==> src/rtl/sobel_window_gen_pkg.sv <==
// Shared types for the Sobel 3x3 window generator: pixel/window types and
// the frame-sequencing FSM state encoding.
package sobel_pkg;

  localparam int unsigned PIX_W = 8;

  typedef logic [PIX_W-1:0] pixel_t;

  // [row][col]; [2][2] is the newest pixel, [0][0] the oldest
  typedef pixel_t [2:0][2:0] window_t;

  typedef enum logic [1:0] {
    IDLE,
    FILL,
    RUN,
    DONE
  } state_t;

endpackage

==> src/rtl/sobel_window_gen_if.sv <==
// Pixel stream in / window out bundle for sobel_window_gen.
// The frame_done signal exists only when SOBEL_WIN_FRAME_DONE_EN is defined.
interface sobel_window_gen_if;
  import sobel_pkg::*;

  logic    frame_start;
  logic    pixel_valid;
  pixel_t  pixel_in;
  window_t comp_matrix;
  logic    sobel_en;
  logic    busy;
`ifdef SOBEL_WIN_FRAME_DONE_EN
  logic    frame_done;

  modport master (
    output frame_start, pixel_valid, pixel_in,
    input  comp_matrix, sobel_en, busy, frame_done
  );

  modport slave (
    input  frame_start, pixel_valid, pixel_in,
    output comp_matrix, sobel_en, busy, frame_done
  );
`else
  modport master (
    output frame_start, pixel_valid, pixel_in,
    input  comp_matrix, sobel_en, busy
  );

  modport slave (
    input  frame_start, pixel_valid, pixel_in,
    output comp_matrix, sobel_en, busy
  );
`endif

endinterface

==> src/rtl/sobel_window_gen_line_buffer.sv <==
// Two-row line buffer: per column it holds the pixel from one row up
// (lb_prev) and two rows up (lb_old). A write at a column pushes the new
// pixel into lb_prev and ages the previous lb_prev into lb_old.
// Storage is deliberately not reset.
module sobel_line_buffer
  import sobel_pkg::*;
#(
  parameter  int unsigned IMG_WIDTH = 16,
  localparam int unsigned ADDR_W    = (IMG_WIDTH > 1) ? $clog2(IMG_WIDTH) : 1
) (
  input  logic              clk,
  input  logic              wr_en,
  input  logic [ADDR_W-1:0] addr,
  input  pixel_t            wr_data,
  output pixel_t            rd_old,
  output pixel_t            rd_prev
);

  pixel_t lb_old  [IMG_WIDTH];
  pixel_t lb_prev [IMG_WIDTH];

  // Asynchronous read of both rows at the current column
  always_comb begin
    rd_old  = lb_old[addr];
    rd_prev = lb_prev[addr];
  end

  // Shift the column's history down by one row on every accepted pixel
  always_ff @(posedge clk) begin
    if (wr_en) begin
      lb_old[addr]  <= lb_prev[addr];
      lb_prev[addr] <= wr_data;
    end
  end

endmodule

==> src/rtl/sobel_window_gen.sv <==
// Sobel 3x3 window generator: turns a raster pixel stream into sliding
// 3x3 windows and flags the interior (complete) ones with sobel_en.
// Optional feature: define SOBEL_WIN_FRAME_DONE_EN to add frame_done.
module sobel_window_gen
  import sobel_pkg::*;
#(
  parameter int unsigned IMG_WIDTH  = 16,
  parameter int unsigned IMG_HEIGHT = 16
) (
  input logic               clk,
  input logic               rst,
  sobel_window_gen_if.slave bus
);

  localparam int unsigned COL_W = (IMG_WIDTH  > 1) ? $clog2(IMG_WIDTH)  : 1;
  localparam int unsigned ROW_W = (IMG_HEIGHT > 1) ? $clog2(IMG_HEIGHT) : 1;

  state_t           state_q;
  state_t           state_d;
  logic [COL_W-1:0] col_q;
  logic [ROW_W-1:0] row_q;
  logic [COL_W-1:0] acc_col;
  logic [ROW_W-1:0] acc_row;
  logic             accept;
  logic             last_col;
  logic             last_row;
  logic             interior;
  pixel_t           rd_old;
  pixel_t           rd_prev;
  pixel_t           top_px;
  pixel_t           mid_px;

  // Acceptance and the effective (row, col) of the pixel being accepted;
  // a pixel arriving with frame_start is always (0, 0) of the new frame.
  // Line-buffer rows not yet written in this frame are masked to zero so
  // stale storage never reaches comp_matrix.
  always_comb begin
    accept   = bus.pixel_valid &&
               (bus.frame_start || (state_q == FILL) || (state_q == RUN));
    acc_col  = bus.frame_start ? '0 : col_q;
    acc_row  = bus.frame_start ? '0 : row_q;
    last_col = (acc_col == COL_W'(IMG_WIDTH - 1));
    last_row = (acc_row == ROW_W'(IMG_HEIGHT - 1));
    interior = (acc_row >= ROW_W'(2)) && (acc_col >= COL_W'(2));
    top_px   = (acc_row >= ROW_W'(2)) ? rd_old  : '0;
    mid_px   = (acc_row >= ROW_W'(1)) ? rd_prev : '0;
  end

  sobel_line_buffer #(
    .IMG_WIDTH (IMG_WIDTH)
  ) u_line_buffer (
    .clk     (clk),
    .wr_en   (accept),
    .addr    (acc_col),
    .wr_data (bus.pixel_in),
    .rd_old  (rd_old),
    .rd_prev (rd_prev)
  );

  // FSM state register
  always_ff @(posedge clk or posedge rst) begin
    if (rst) begin
      state_q <= IDLE;
    end else begin
      state_q <= state_d;
    end
  end

  // FSM next state and state-decoded outputs
  always_comb begin
    state_d  = state_q;
    bus.busy = (state_q == FILL) || (state_q == RUN);
`ifdef SOBEL_WIN_FRAME_DONE_EN
    bus.frame_done = (state_q == DONE);
`endif
    if (bus.frame_start) begin
      state_d = FILL;
    end else begin
      case (state_q)
        IDLE: state_d = IDLE;
        FILL: if (accept && last_col && (acc_row == ROW_W'(1))) state_d = RUN;
        RUN:  if (accept && last_col && last_row) state_d = DONE;
        DONE: state_d = IDLE;
        default: state_d = IDLE;
      endcase
    end
  end

  // Raster position counters; frame_start restarts them from (0, 0)
  always_ff @(posedge clk or posedge rst) begin
    if (rst) begin
      col_q <= '0;
      row_q <= '0;
    end else if (accept) begin
      if (last_col) begin
        col_q <= '0;
        row_q <= acc_row + ROW_W'(1);
      end else begin
        col_q <= acc_col + COL_W'(1);
        row_q <= acc_row;
      end
    end else if (bus.frame_start) begin
      col_q <= '0;
      row_q <= '0;
    end
  end

  // Window shift register and the interior-window strobe
  always_ff @(posedge clk or posedge rst) begin
    if (rst) begin
      bus.comp_matrix <= '0;
      bus.sobel_en    <= 1'b0;
    end else begin
      bus.sobel_en <= accept && interior;
      if (accept) begin
        for (int unsigned r = 0; r < 3; r++) begin
          bus.comp_matrix[r][0] <= bus.comp_matrix[r][1];
          bus.comp_matrix[r][1] <= bus.comp_matrix[r][2];
        end
        bus.comp_matrix[0][2] <= top_px;
        bus.comp_matrix[1][2] <= mid_px;
        bus.comp_matrix[2][2] <= bus.pixel_in;
      end
    end
  end

endmodule

==> src/flat_wrapper.sv <==
// flat-port wrapper written by rule: the top's interface ports become plain ports
module sobel_window_gen_flat import sobel_pkg::*;
#(
  parameter int unsigned IMG_WIDTH  = 16,
  parameter int unsigned IMG_HEIGHT = 16
)
  (clk, rst, bus_frame_start, bus_pixel_valid, bus_pixel_in, bus_comp_matrix, bus_sobel_en, bus_busy);
  sobel_window_gen_if bus_i ();
  input logic clk;
  input logic rst;
  input wire logic [$bits(bus_i.frame_start)-1:0] bus_frame_start;
  input wire logic [$bits(bus_i.pixel_valid)-1:0] bus_pixel_valid;
  input wire logic [$bits(bus_i.pixel_in)-1:0] bus_pixel_in;
  output wire logic [$bits(bus_i.comp_matrix)-1:0] bus_comp_matrix;
  output wire logic [$bits(bus_i.sobel_en)-1:0] bus_sobel_en;
  output wire logic [$bits(bus_i.busy)-1:0] bus_busy;
  assign bus_i.frame_start = bus_frame_start;
  assign bus_i.pixel_valid = bus_pixel_valid;
  assign bus_i.pixel_in = bus_pixel_in;
  assign bus_comp_matrix = bus_i.comp_matrix;
  assign bus_sobel_en = bus_i.sobel_en;
  assign bus_busy = bus_i.busy;
  sobel_window_gen #(.IMG_WIDTH(IMG_WIDTH), .IMG_HEIGHT(IMG_HEIGHT)) u_core (.clk(clk), .rst(rst), .bus(bus_i));
endmodule
==> config.mk <==
export PLATFORM = sky130hd
export DESIGN_NAME = sobel_window_gen_flat
export DESIGN_NICKNAME = d
export VERILOG_FILES = /design/src/rtl/sobel_window_gen_pkg.sv /design/src/rtl/sobel_window_gen_if.sv /design/src/rtl/sobel_window_gen_line_buffer.sv /design/src/rtl/sobel_window_gen.sv /design/src/flat_wrapper.sv
export SDC_FILE = /design/constraint.sdc
export NUM_CORES = 1
export LEC_CHECK = 0
export CAP_MARGIN = 20
export CORE_ASPECT_RATIO = 1.1
export CORE_UTILIZATION = 60
export DETAILED_ROUTE_END_ITERATION = 8
export PLACE_DENSITY = 0.81
export SYNTH_ARGS = -nofsm -noshare
export SYNTH_HDL_FRONTEND = slang
export SYNTH_SLANG_ARGS = --single-unit
==> constraint.sdc <==
create_clock -name clk -period 7.5 [get_ports clk]
set_input_delay 1.875 -clock clk [delete_from_list [all_inputs] [get_ports clk]]
set_output_delay 1.875 -clock clk [all_outputs]
set_load 0.01 [all_outputs]
# Word level (Yosys, flattened, before mapping)
# Memories as Yosys holds them, arrays and structs flattened.
# Index checks and enable logic that the tools add are counted.
[word_totals] register_bits=83 ramBits=256 input_bits=12 output_inout_bits=74 elab_cells=54 memories=2
[classes] add_sub_neg=2 magnitude_cmp=3 eq_ne=8 n_mux=14 reduce_logical=12
[memory_table] name="u_core.u_line_buffer.lb_old" depth=16 width=8 rd=1 rd_ports_with_merged_regs=0 wr=1 line_no="sobel_window_gen_line_buffer.sv:19" text="pixel_t lb_old [IMG_WIDTH];"
[memory_table] name="u_core.u_line_buffer.lb_prev" depth=16 width=8 rd=1 rd_ports_with_merged_regs=0 wr=1 line_no="sobel_window_gen_line_buffer.sv:20" text="pixel_t lb_prev [IMG_WIDTH];"
[op_table] cell="$mux W4" count=6
[op_table] cell="$mux W8" count=2
[op_table] cell="$add A4 B1 Y4 const B" count=2
[op_table] cell="$eq A4 B4 Y1 const B" count=2
[op_table] cell="$ge A4 B2 Y1 const B" count=2
[op_table] cell="$logic_and A1 B1 Y1" count=6
[op_table] cell="$mux W2" count=3
[op_table] cell="$ne A3 B3 Y1 const B" count=2
[op_table] cell="$pmux W2 S3" count=1
[op_table] cell="$eq A2 B2 Y1 const B" count=2
[op_table] cell="$eq A4 B1 Y1 const B" count=1
[op_table] cell="$ge A4 B1 Y1 const B" count=1
[op_table] cell="$logic_or A1 B1 Y1" count=3
[op_table] cell="$eq A2 B1 Y1 const B" count=1
[op_table] cell="$logic_not A2 Y1" count=1
[op_table] cell="$mux W1" count=2
[op_table] cell="$reduce_and A2 Y1" count=1
[op_table] cell="$reduce_or A2 Y1" count=1

# Longest topological paths before layout
# Gate-level depths: netlist of run 1.
[depth] depth_word=9 ltp_mapped=10

# Modules after synthesis
# From an unflattened synthesis of run 1, not the netlist that was laid out.
[unflattened] hier_cells=764 hier_area_um2=13151.4
[by_module_without_submodules] module="sobel_line_buffer" n_inst=1 cells_per_inst=418 area_each_um2=9771.9 seq_area_each_um2=7687.4
[by_module_without_submodules] module="sobel_window_gen" n_inst=1 cells_per_inst=346 area_each_um2=3379.5 seq_area_each_um2=2077.0

# Worst setup path after synthesis of run 1
# No wires, ideal clock.
[synth_timing] path_type="input-to-reg" start="input port bus_frame_start" end="register u_core.row_q[3]" arrival_ns=4.063 required_ns=7.369 path_slack_ns=3.306 stages=9 path_buffers=2 cell_sequence="nor2b_2 buf_2 buf_2 ha_1 nand2_1 nor3_2 nand4_1 xor2_1 nor2_1"
[synth_via] elab_chain_cells=4 word_cells_on_any_way=9 classes_between="1 x add/sub; 1 x eq/ne; 4 x mux; 3 x reduce/logical"
[synth_rtl] item="from (decl)" line_no="flat_wrapper.sv:11" text="input wire logic [$bits(bus_i.frame_start)-1:0] bus_frame_start;"
[synth_rtl] item="$mux W4, or another cell as far along" line_no="sobel_window_gen.sv:41" text="acc_row = bus.frame_start ? '0 : row_q;"
[synth_rtl] item="$add A4 B1 Y4, or another cell as far along" line_no="sobel_window_gen.sv:97" text="row_q <= acc_row + ROW_W'(1);"
[synth_rtl] item="$mux W4 / $logic_and A1 B1 Y1 (equally long branches)" line_no="sobel_window_gen.sv:95, sobel_window_gen.sv:38"
[synth_rtl] item="$mux W4 (*)" line_no="sobel_window_gen.sv:94" text="end else if (accept) begin"
[synth_rtl] item="to (signal assigned)" line_no="sobel_window_gen.sv:97"
[synth_rtl] item="to (signal assigned)" line_no="sobel_window_gen.sv:100" text="row_q <= acc_row;"
[synth_rtl] item="to (decl)" line_no="sobel_window_gen.sv:21" text="logic [ROW_W-1:0] row_q;"
# Mark *: on every way between the ends. The rest lies on a longest branch, timed or not.
# A chain may end at the register's enable or synchronous reset.

# Worst setup path in the final report of run 1
# Ends and elaborated chain as after synthesis.

==> impl_results.md, run 1 <==
* Final count of negative-setup-slack endpoints at 0
* Post-Syn Area at 13600 um^2
* Die Y at roughly 160 um
* Syn_nets at 953
* Layout cells sized above 1 at 0.107
* Ys flop type: edfxtp_1
* Switching share of power at 0.292
* Final ANT Viol Nets at 0
* R2R Setup Slk at around 4000 ps
* Instance count on the critical path at 9
* Leakage at ~5.8 nW
* Pint at roughly 3.6 mW
* Final worst slack at 3310 ps
* CP endpoint kind: register
* Synthesized instance count at between 900 and 1000
* DRT Pass-1 Iters at 5
* Fin. Hold Viols at 0
* Crit path DAT at 4570 ps
* Combinational Power Share at 0.218
* Mean Syn Cell Area at 14.6 um^2
* Setup TNS at 0 ps
* Core Util, Final at 0.709
* R2R Path Start: u_core.col_q[0]$_DFF_PP0_
* Final nets at 1035
* Peak Freq at between 200 and 250 MHz
* Worst slack at placement at around 2800 ps
* R2r endpoint: u_core.row_q[3]$_DFF_PP0_
* Sequential fraction of the synthesis area at 0.720
* Slew headroom at 0.268
* CTS Buffer Depth at 3
* Period utilization at 0.559
* Cell depth of the worst flop-to-flop path at 8
* Global-route usage over all layers at 0.281
* Placed cell area at ~15000 um^2
* DRC Markers at 0
* Yosys reg bits at 339
* I/O pin count at 86
* Switching Power at 1.47 mW
* Power consumption at slightly above 5 mW
* Worst path slowest cell: and2b_1
* Cts bufs inserted at 34
* Post-cts resize count at 0
* Largest net degree at the start of global routing at 74
* EDFF count, synth at 256
* H-tree lvl count at 2
* CTS Hold Bufs at 0
* Worst-path clk slew at ~60 ps
* Most frequent cell after synthesis: edfxtp_1
* Standard-cell rows at 57
* Status: completed
* Worst Setup Start Kind: input pin
* Worst vdd ir at about 0.20 mV
* Drt via density at around 6.3
* Max-cap violations at 0
* Routed len/inst at around 24 um
* Multi-input logic area at around 3500 um^2
* Fin crit period at 4200 ps
* Delay-heaviest family, CP: simple AND/OR/NAND/NOR gates
* Crit path buf inv count at 2
* Layout Cells excl Fill at approximately 1300
* Final slew viol count at 0
* Clock Latency Late Sink at just over 500 ps
* Synthesis Warnings at 0
* Root Buffer: clkbuf_16
* Core area at ~22000 um^2
* Starting Density at 0.614
* Vias in the first global route at 8358
* Final instance area at 15700 um^2
* Clk network pwr share at 0.315
* N_diodes at 0
* Synth-to-layout area growth at 15.5%
* Async set-reset flop share out of synthesis at 0.245
* Hold_ws at around 470 ps
* Sequential cell area at roughly 9800 um^2
* Most instantiated cells after synthesis: 256 x edfxtp_1, 200 x nand2_1, 83 x dfrtp_1
* Placed cells at roughly 1300
* Required time of the critical path at 7880 ps
* First DRT Iteration DRCs at 1005
* PD cells at 321 nW/um^2
* Critical Path Sink: u_core.row_q[3]$_DFF_PP0_
* Hpwl dp at 19200 um
* Synth top area cells: edfxtp_1 57%, dfrtp_1 15%, nand2_1 5.5%
* CTS tree: built
* Worst hold path class: register to register
* Number of fill cells at 1421
* Sequential cell fraction of total power at 0.467
* Via count at 8392
* Origin of the worst setup path: bus_frame_start
* Clock tree sinks at between 300 and 400
* Unique cell type count in the Yosys netlist at 70
* Crit-path max cell delay at 630 ps
* RSZ-0062 raised after global routing: no
* Input/output buffers at 85
* Initial antenna violation count at 0
* Actual slew at the worst max-slew pin at 1100 ps
* Crit path kind: input pin to register
* Area leader, netlist: edfxtp_1
* Yosys top cell area share at 0.567
* Total gr overflow at 0
* Critical path peak fanout at 17
* Max Clock Skew at 12.9 ps
* Post-CTS setup buffer count at 0
* Die width at approximately 150 um
* Cell Chain, Critical Path: buf_2 > and2b_1 > ha_1 > nand2_1 > nor3_4 > buf_4 > nand4_1 > xor2_1 > nor2_1
* First-pass GRT wire length at ~49000 um
* Total length of routed wires at 31900 um
* Die area at 23200 um^2
* GPL Wtd Cong at 0.905
==> sequential cells by signal, indices dropped and copies added, names as in the netlist <==
register / count
u_core.u_line_buffer.lb_prev: 128
u_core.col_q: 4
u_core.row_q: 4
u_core.u_line_buffer.lb_old: 128
u_core.state_q: 2
u_core.bus.sobel_en: 1
u_core.bus.comp_matrix: 72
==> worst min-delay path, delay by kind of cell, from the launching register on <==
family / cells / cell delay (ps)
AND/OR/NAND/NOR: 2 / 100
flip-flops: 1 / 340
==> per-layer routing <==
layer / global-route usage / vias up / wire (um)
met5: 0 / - / 0
met1: 0.390 / 4173 / 12200
met4: 0.0928 / 0 / 901
met2: 0.456 / 506 / 15600
li1: - / 3635 / -
met3: 0.0491 / 78 / 3140
==> how the worst min path moves through the flow <==
stage                                                 startpoint                                      to  depth (start not counted)
after floorplan            u_core.bus.comp_matrix[0]$_DFFE_PP0P_   u_core.bus.comp_matrix[0]$_DFFE_PP0P_                          2
after global routing      u_core.bus.comp_matrix[53]$_DFFE_PP0P_  u_core.bus.comp_matrix[53]$_DFFE_PP0P_                          2
after detailed placement  u_core.bus.comp_matrix[53]$_DFFE_PP0P_  u_core.bus.comp_matrix[53]$_DFFE_PP0P_                          2
final                     u_core.bus.comp_matrix[53]$_DFFE_PP0P_  u_core.bus.comp_matrix[53]$_DFFE_PP0P_                          2
after CTS                 u_core.bus.comp_matrix[53]$_DFFE_PP0P_  u_core.bus.comp_matrix[53]$_DFFE_PP0P_                          2
after global placement    u_core.bus.comp_matrix[25]$_DFFE_PP0P_  u_core.bus.comp_matrix[25]$_DFFE_PP0P_                          2
==> power groups by stage <==
stage	registers [mW]	logic, mW	clock network [mW]
floorplan	2.34	0.704	0
global placement	2.38	1.04	0
detailed placement	2.39	1.07	0
CTS	2.35	1.08	1.60
global route	2.36	1.16	1.66
finish	2.35	1.10	1.59
==> final cells by class <==
class                           count  area share
Timing Repair Buffer              101      0.0619
Inverter                           15     0.00367
Sequential cell                   339       0.623
Multi-Input combinational cell    521       0.222
Tap cell                          295      0.0235
Clock buffer                       47      0.0600
Clock inverter                     13     0.00551
==> layout by cell type (no fill, tap or decap), types with 14 or more instances in the layout <==
| cell | synthesis | final |
|---|---|---|
| nand2_1 | 200 | 200 |
| edfxtp_1 | 256 | 256 |
| nor2_1 | 34 | 34 |
| mux4_2 | 18 | 18 |
| o21ai_0 | 16 | 15 |
| a21oi_1 | 19 | 19 |
| clkdlybuf4s50_1 | 0 | 84 |
| o221ai_1 | 16 | 16 |
| buf_4 | 8 | 15 |
| nor2b_1 | 14 | 14 |
| mux2i_1 | 23 | 23 |
| clkbuf_16 | 0 | 35 |
| dfrtp_1 | 83 | 81 |
==> cells by family (layout without fill, tap and decap cells) <==
family | after synthesis | count (layout) | synth area share
buffers and inverters | 70 | 176 | 0.0260
AND/OR/NAND/NOR | 296 | 296 | 0.0966
XOR/XNOR | 5 | 5 | 0.00323
AO/OA/AOI/OAI | 152 | 152 | 0.0840
adder cells (fa/ha/maj) | 11 | 11 | 0.0101
multiplexers | 57 | 57 | 0.0604
flip-flops | 339 | 339 | 0.720
Power figures use the tool's default switching activity.
==> run 2, diff against run 1 <==
- CORE_UTILIZATION: 60 -> 59
- PLACE_DENSITY: 0.81 -> 0.79
- clock period: 7.5 -> 4 ns (I/O delays scaled with it)
==> run 2 against run 1 <==
Clock power up 100%. Routed wire length up 3.0%. Total power up 93%. Via count up 0.89%. Setup slack worse by 2300 ps. Worst hold slack better by 3.8 ps. Largest power group unchanged. Core utilization up 1.0 points. Count of clock-buffer cells in the layout up 8. First-iteration DRC count down 9.0%. Die area up 1.7%. Critical path type is now register to register.
==> impl_results.md, run 2 (same netlist as run 1, synthesis figures left out) <==
* Worst-path clk slew at around 60 ps
* Standard-cell rows at between 50 and 60
* Cts bufs inserted at 34
* Wl on met1 at 12400 um
* First DRT Iteration DRCs at roughly 920
* Met3 WL post-DR at between 2000 and 3000 um
* Final worst slack at just over 1000 ps
* Switching share of power at 0.286
* Die area at ~24000 um^2
* H-tree lvl count at 2
* Actual slew at the worst max-slew pin at between 1000 and 1500 ps
* Max-cap violations at 0
* Initial antenna violation count at 1
* Crit path DAT at 3370 ps
* Hpwl dp at ~21000 um
* DR WL met2 at ~17000 um
* Largest net degree at the start of global routing at 48
* Commonest non-fill, non-tap cell in the layout: edfxtp_1
* R2R Setup Slk at 1030 ps
* GPL Wtd Cong at ~0.94
* Root Buffer: clkbuf_16
* DR top layer: met4
* Leakage at 6.00 nW
* Global-route usage over all layers at 0.285
* Slew headroom at 0.328
* R2R Path Start: u_core.col_q[0]$_DFF_PP0_
* RSZ-0062 raised after global routing: no
* Crit path kind: register to register
* DRC Markers at 0
* Input/output buffers at 85
* Fin. Hold Viols at 0
* Period utilization at 0.743
* CTS Hold Bufs at 0
* Die width at between 100 and 150 um
* Peak Freq at roughly 340 MHz
* Clock tree sinks at ~340
* Layout cells sized above 1 at 0.138
* Worst hold path class: register to register
* Critical path peak fanout at between 40 and 50
* PD cells at just over 600 nW/um^2
* Core Util, Final at 0.719
* CP endpoint kind: register
* Post-CTS setup buffer count at 0
* Power consumption at roughly 9.7 mW
* Required time of the critical path at ~4400 ps
* Final slew viol count at 0
* Largest registers: u_core.u_line_buffer.lb_old (128), u_core.u_line_buffer.lb_prev (128), u_core.bus.comp_matrix (72)
* Total length of routed wires at 32800 um
* CTS tree: built
* Status: completed
* Sequential cell fraction of total power at 0.455
* Total gr overflow at 0
* Clock Latency Late Sink at about 520 ps
* Starting Density at 0.608
* Switching Power at approximately 2.8 mW
* Vias in the first global route at around 8600
* Cell depth of the worst flop-to-flop path at 6
* CTS Buffer Depth at 3
* Final ANT Viol Nets at 0
* Final nets at 1066
* Die Y at between 150 and 200 um
* Worst Setup Start Kind: register
* Final count of negative-setup-slack endpoints at 0
* Worst vdd ir at around 0.47 mV
* Setup TNS at 0 ps
* Critical Path Sink: u_core.state_q[0]$_DFFE_PP0P_
* Post-cts resize count at 0
* Via count at approximately 8500
* Routed len/inst at approximately 24 um
* Max Clock Skew at 15.3 ps
* Fin crit period at approximately 3000 ps
* Combinational Power Share at 0.218
* Most frequent cells in the layout: 256 x edfxtp_1, 200 x nand2_1, 84 x clkdlybuf4s50_1
* Core area at about 22000 um^2
* Drt via density at slightly above 6
* DRT Pass-1 Iters at 6
* First-pass GRT wire length at ~50000 um
* Synth-to-layout area growth at 18.3%
* Worst slack at placement at 737 ps
* R2r endpoint: u_core.state_q[0]$_DFFE_PP0P_
* Origin of the worst setup path: u_core.col_q[0]$_DFF_PP0_
* Pint at just under 7 mW
* Clk network pwr share at 0.327
* I/O pin count at between 80 and 90
[run 2: how the worst min path moves through the flow]
stage	cells past startpoint	start	endpoint	slack, ps
after floorplan	2	u_core.bus.comp_matrix[0]$_DFFE_PP0P_	u_core.bus.comp_matrix[0]$_DFFE_PP0P_	510
after global placement	2	u_core.bus.comp_matrix[5]$_DFFE_PP0P_	u_core.bus.comp_matrix[5]$_DFFE_PP0P_	460
after detailed placement	2	u_core.bus.comp_matrix[28]$_DFFE_PP0P_	u_core.bus.comp_matrix[28]$_DFFE_PP0P_	460
after CTS	2	u_core.bus.comp_matrix[28]$_DFFE_PP0P_	u_core.bus.comp_matrix[28]$_DFFE_PP0P_	480
after global routing	2	u_core.bus.comp_matrix[31]$_DFFE_PP0P_	u_core.bus.comp_matrix[31]$_DFFE_PP0P_	490
final	2	u_core.bus.comp_matrix[31]$_DFFE_PP0P_	u_core.bus.comp_matrix[31]$_DFFE_PP0P_	470
[run 2: worst max-delay path, stage by stage (launching register included)]
cell     delay, ps
dfrtp_4        830
and2b_1        610
ha_1           380
nand2_1        170
o31ai_2        380
a21oi_1        120
a311o_1        330
[run 2: power by group through the flow]
| stage | clock network, mW | registers, mW | logic (mW) |
|---|---|---|---|
| 2_1_floorplan | 0 | 4.39 | 1.32 |
| 3_5_place_dp | 0 | 4.48 | 2.07 |
| 5_1_grt | 3.34 | 4.44 | 2.24 |
| 6_report | 3.18 | 4.42 | 2.12 |
| 4_1_cts | 3.20 | 4.42 | 2.10 |
| 3_3_place_gp | 0 | 4.47 | 2.03 |
[run 2: area by class of cell]
| type | instances | area (um^2) |
|---|---|---|
| multi-input combinational | 521 | 3480 |
| timing repair buffer | 132 | 1240 |
| sequential | 339 | 9770 |
| fill | 1417 | 6270 |
| antenna | 1 | 2.50 |
| clock inverter | 6 | 55.1 |
| clock buffer | 55 | 1080 |
| inverter | 15 | 57.6 |
| tap | 295 | 369 |
[run 2: per-stage QoR]
step / cell area [um^2] / hold WS, ps / cells
2_1_floorplan: 13600 / 514 / 930
3_3_place_gp: 14900 / 457 / 1302
3_5_place_dp: 14900 / 462 / 1302
4_1_cts: 16100 / 477 / 1363
5_1_grt: 16100 / 492 / 1363
6_report: 16100 / 474 / 1364
[run 2: layer usage]
| layer | vias up | track usage |
|---|---|---|
| met2 | 438 | 0.490 |
| met5 | - | 0 |
| met1 | 4248 | 0.364 |
| li1 | 3708 | - |
| met3 | 73 | 0.0556 |
| met4 | 0 | 0.101 |
==> run 3, diff against run 2 <==
- CORE_UTILIZATION: 59 -> 53
- PLACE_DENSITY: 0.79 -> 0.75
- clock period: 4 -> 2.45 ns (I/O delays scaled with it)
==> run 3 against run 2 <==
Clock skew barely moved. Sequential power rose by 61%. Flip-flop and latch count did not move. Routed wire length rose by 6.3%. Maximum frequency rose by 23%. Count of clock-buffer cells in the layout fell by 8. Clock power rose by 73%. Die area rose by 11%. Register-to-register slack got worse by 1000 ps. Critical path type unchanged. Critical endpoint is now u_core.u_line_buffer.lb_old[2][4]$_DFFE_PP_. Largest cell class unchanged.
==> impl_results.md, run 3 (same netlist as run 1, synthesis figures left out) <==
* Status: completed
* Hpwl dp at about 22000 um
* Period utilization at 0.990
* Worst vdd ir at ~0.64 mV
* Fin. Hold Viols at 0
* Core Util, Final at 0.667
* Initial antenna violation count at 0
* Cts bufs inserted at 35
* Crit path DAT at 2630 ps
* CTS tree: built
* Die width at between 150 and 200 um
* Hold path depth at 2
* Worst Setup Start Kind: register
* RSZ-0062 raised after global routing: no
* Drt via density at 6.13
* Crit path buf inv count at 2
* Die area at ~26000 um^2
* R2R Path Start: u_core.col_q[1]$_DFF_PP0_
* R2R Setup Slk at around 25 ps
* Core area at approximately 25000 um^2
* Number of fill cells at 1710
* N_diodes at 0
* Cell depth of the worst flop-to-flop path at 5
* Via count at ~8800
* H-tree lvl count at 2
* Worst path slowest cell: dfrtp_4
* Worst-path clk slew at 60 ps
* GPL Wtd Cong at ~0.86
* Largest registers: u_core.u_line_buffer.lb_old (128), u_core.u_line_buffer.lb_prev (128), u_core.bus.comp_matrix (72)
* Multi-input logic area at between 3000 and 4000 um^2
* Crit-path max cell delay at slightly below 600 ps
* Worst hold path class: register to register
* DRC Markers at 0
* Max-cap violations at 0
* Hold_ws at about 470 ps
* Leakage at about 6.4 nW
* Max Clock Skew at approximately 15 ps
* Clock Latency Late Sink at ~520 ps
* Delay-heaviest family, CP: simple AND/OR/NAND/NOR gates
* Root Buffer: clkbuf_16
* Starting Density at 0.539
* Crit path kind: register to register
* Actual slew at the worst max-slew pin at 683 ps
* Clock tree sinks at 339
* Slew headroom at 0.543
* PD cells at 995 nW/um^2
* Cell Chain, Critical Path: nor2b_4 > buf_4 > ha_1 > and2_1 > buf_4
* First-pass GRT wire length at about 53000 um
* First DRT Iteration DRCs at ~1100
* Input/output buffers at 85
* R2r endpoint: u_core.u_line_buffer.lb_old[2][4]$_DFFE_PP_
* Critical path peak fanout at 16
* Hold Crit Start: u_core.bus.comp_matrix[4]$_DFFE_PP0P_
* DRT Pass-1 Iters at 5
* Total length of routed wires at about 35000 um
* Fin crit period at 2420 ps
* Most frequent CP cell: buf_4
* Die Y at ~170 um
* Synth-to-layout area growth at 23.7%
* DR WL met2 at 17200 um
* Wl on met1 at 13500 um
* Global-route usage over all layers at 0.272
* Largest net degree at the start of global routing at between 80 and 90
* CTS Buffer Depth at 3
* Required time of the critical path at 2660 ps
* CP endpoint kind: register
* Origin of the worst setup path: u_core.col_q[1]$_DFF_PP0_
* Standard-cell rows at 61
* Setup TNS at 0 ps
* Routed len/inst at roughly 24 um
* Layout cells sized above 1 at 0.188
* Met3 WL post-DR at about 2900 um
* Final slew viol count at 0
* I/O pin count at 86
* Final count of negative-setup-slack endpoints at 0
* DR top layer: met4
* Worst Hold Path EP: u_core.bus.comp_matrix[4]$_DFFE_PP0P_
* CTS Hold Bufs at 0
* Commonest non-fill, non-tap cell in the layout: edfxtp_1
* Sequential cell area at around 9800 um^2
* Vias in the first global route at slightly below 9000
* Total gr overflow at 0
* Final ANT Viol Nets at 0
* Most frequent cells in the layout: 256 x edfxtp_1, 199 x nand2_1, 87 x buf_4
* Final nets at about 1100
* Peak Freq at between 400 and 500 MHz
run 3: changes by cell type in the layout (fill, tap and decap cells not counted), sizes merged:
cell / before / now
clkinvlp: 1 / 4
buf: 48 / 107
clkbuf: 55 / 47
bufinv: 1 / 4
clkinv: 5 / 8
clkdlybuf4s50: 84 / 83
diode: 1 / 0
dlygate4sd2: 0 / 1
run 3: tightest hold or removal path, cell delays in order, from the launching register on:
cell	delay, ps
dfrtp_1	340
nand2_1	50
nand2_1	50
run 3: worst max-delay path by stage:
stage,depth (start not counted),slack [ps],end
6_report,5,30,u_core.u_line_buffer.lb_old[2][4]$_DFFE_PP_
5_1_grt,5,2,u_core.u_line_buffer.lb_old[2][0]$_DFFE_PP_
4_1_cts,8,40,u_core.bus.comp_matrix[47]$_DFFE_PP0P_
3_5_place_dp,6,-100,u_core.u_line_buffer.lb_old[2][0]$_DFFE_PP_
3_3_place_gp,6,-90,u_core.u_line_buffer.lb_old[2][0]$_DFFE_PP_
2_1_floorplan,9,-70,u_core.row_q[3]$_DFF_PP0_
run 3: cell type report:
class	count	area share
multi-input combinational	521	0.208
sequential	339	0.582
inverter	15	0.00358
tap	315	0.0235
timing repair buffer	191	0.111
clock buffer	47	0.0611
clock inverter	15	0.0106
run 3: per-stage QoR:
step / area [um^2] / worst slack [ps] / total power [mW] / instances
6_report: 16800 / 25.1 / 16.7 / 1443
2_1_floorplan: 13600 / -68.4 / 9.34 / 930
5_1_grt: 16800 / 2.05 / 17.2 / 1443
4_1_cts: 16800 / 38.1 / 16.7 / 1442
3_3_place_gp: 15500 / -93.5 / 11.0 / 1379
3_5_place_dp: 15500 / -97.1 / 11.1 / 1379
run 3: layer usage:
layer  vias to the layer above  track usage
met3                        93       0.0400
li1                       3823            -
met5                         -            0
met1                      4441        0.367
met2                       487        0.448
met4                         0        0.110
run 3: repair_timing:
action	CTS	global route
setup buffers	1	1
endpoints found under the setup margin	24	9
gates resized for setup	3	2
run 3: power by group:
part           switching (mW)  internal (mW)  total, mW  leakage (nW)
sequential              0.287           6.83       7.11          3.42
clock                    2.15           3.36       5.51         0.581
combinational            2.34           1.74       4.08          2.37
total                    4.78           11.9       16.7          6.38
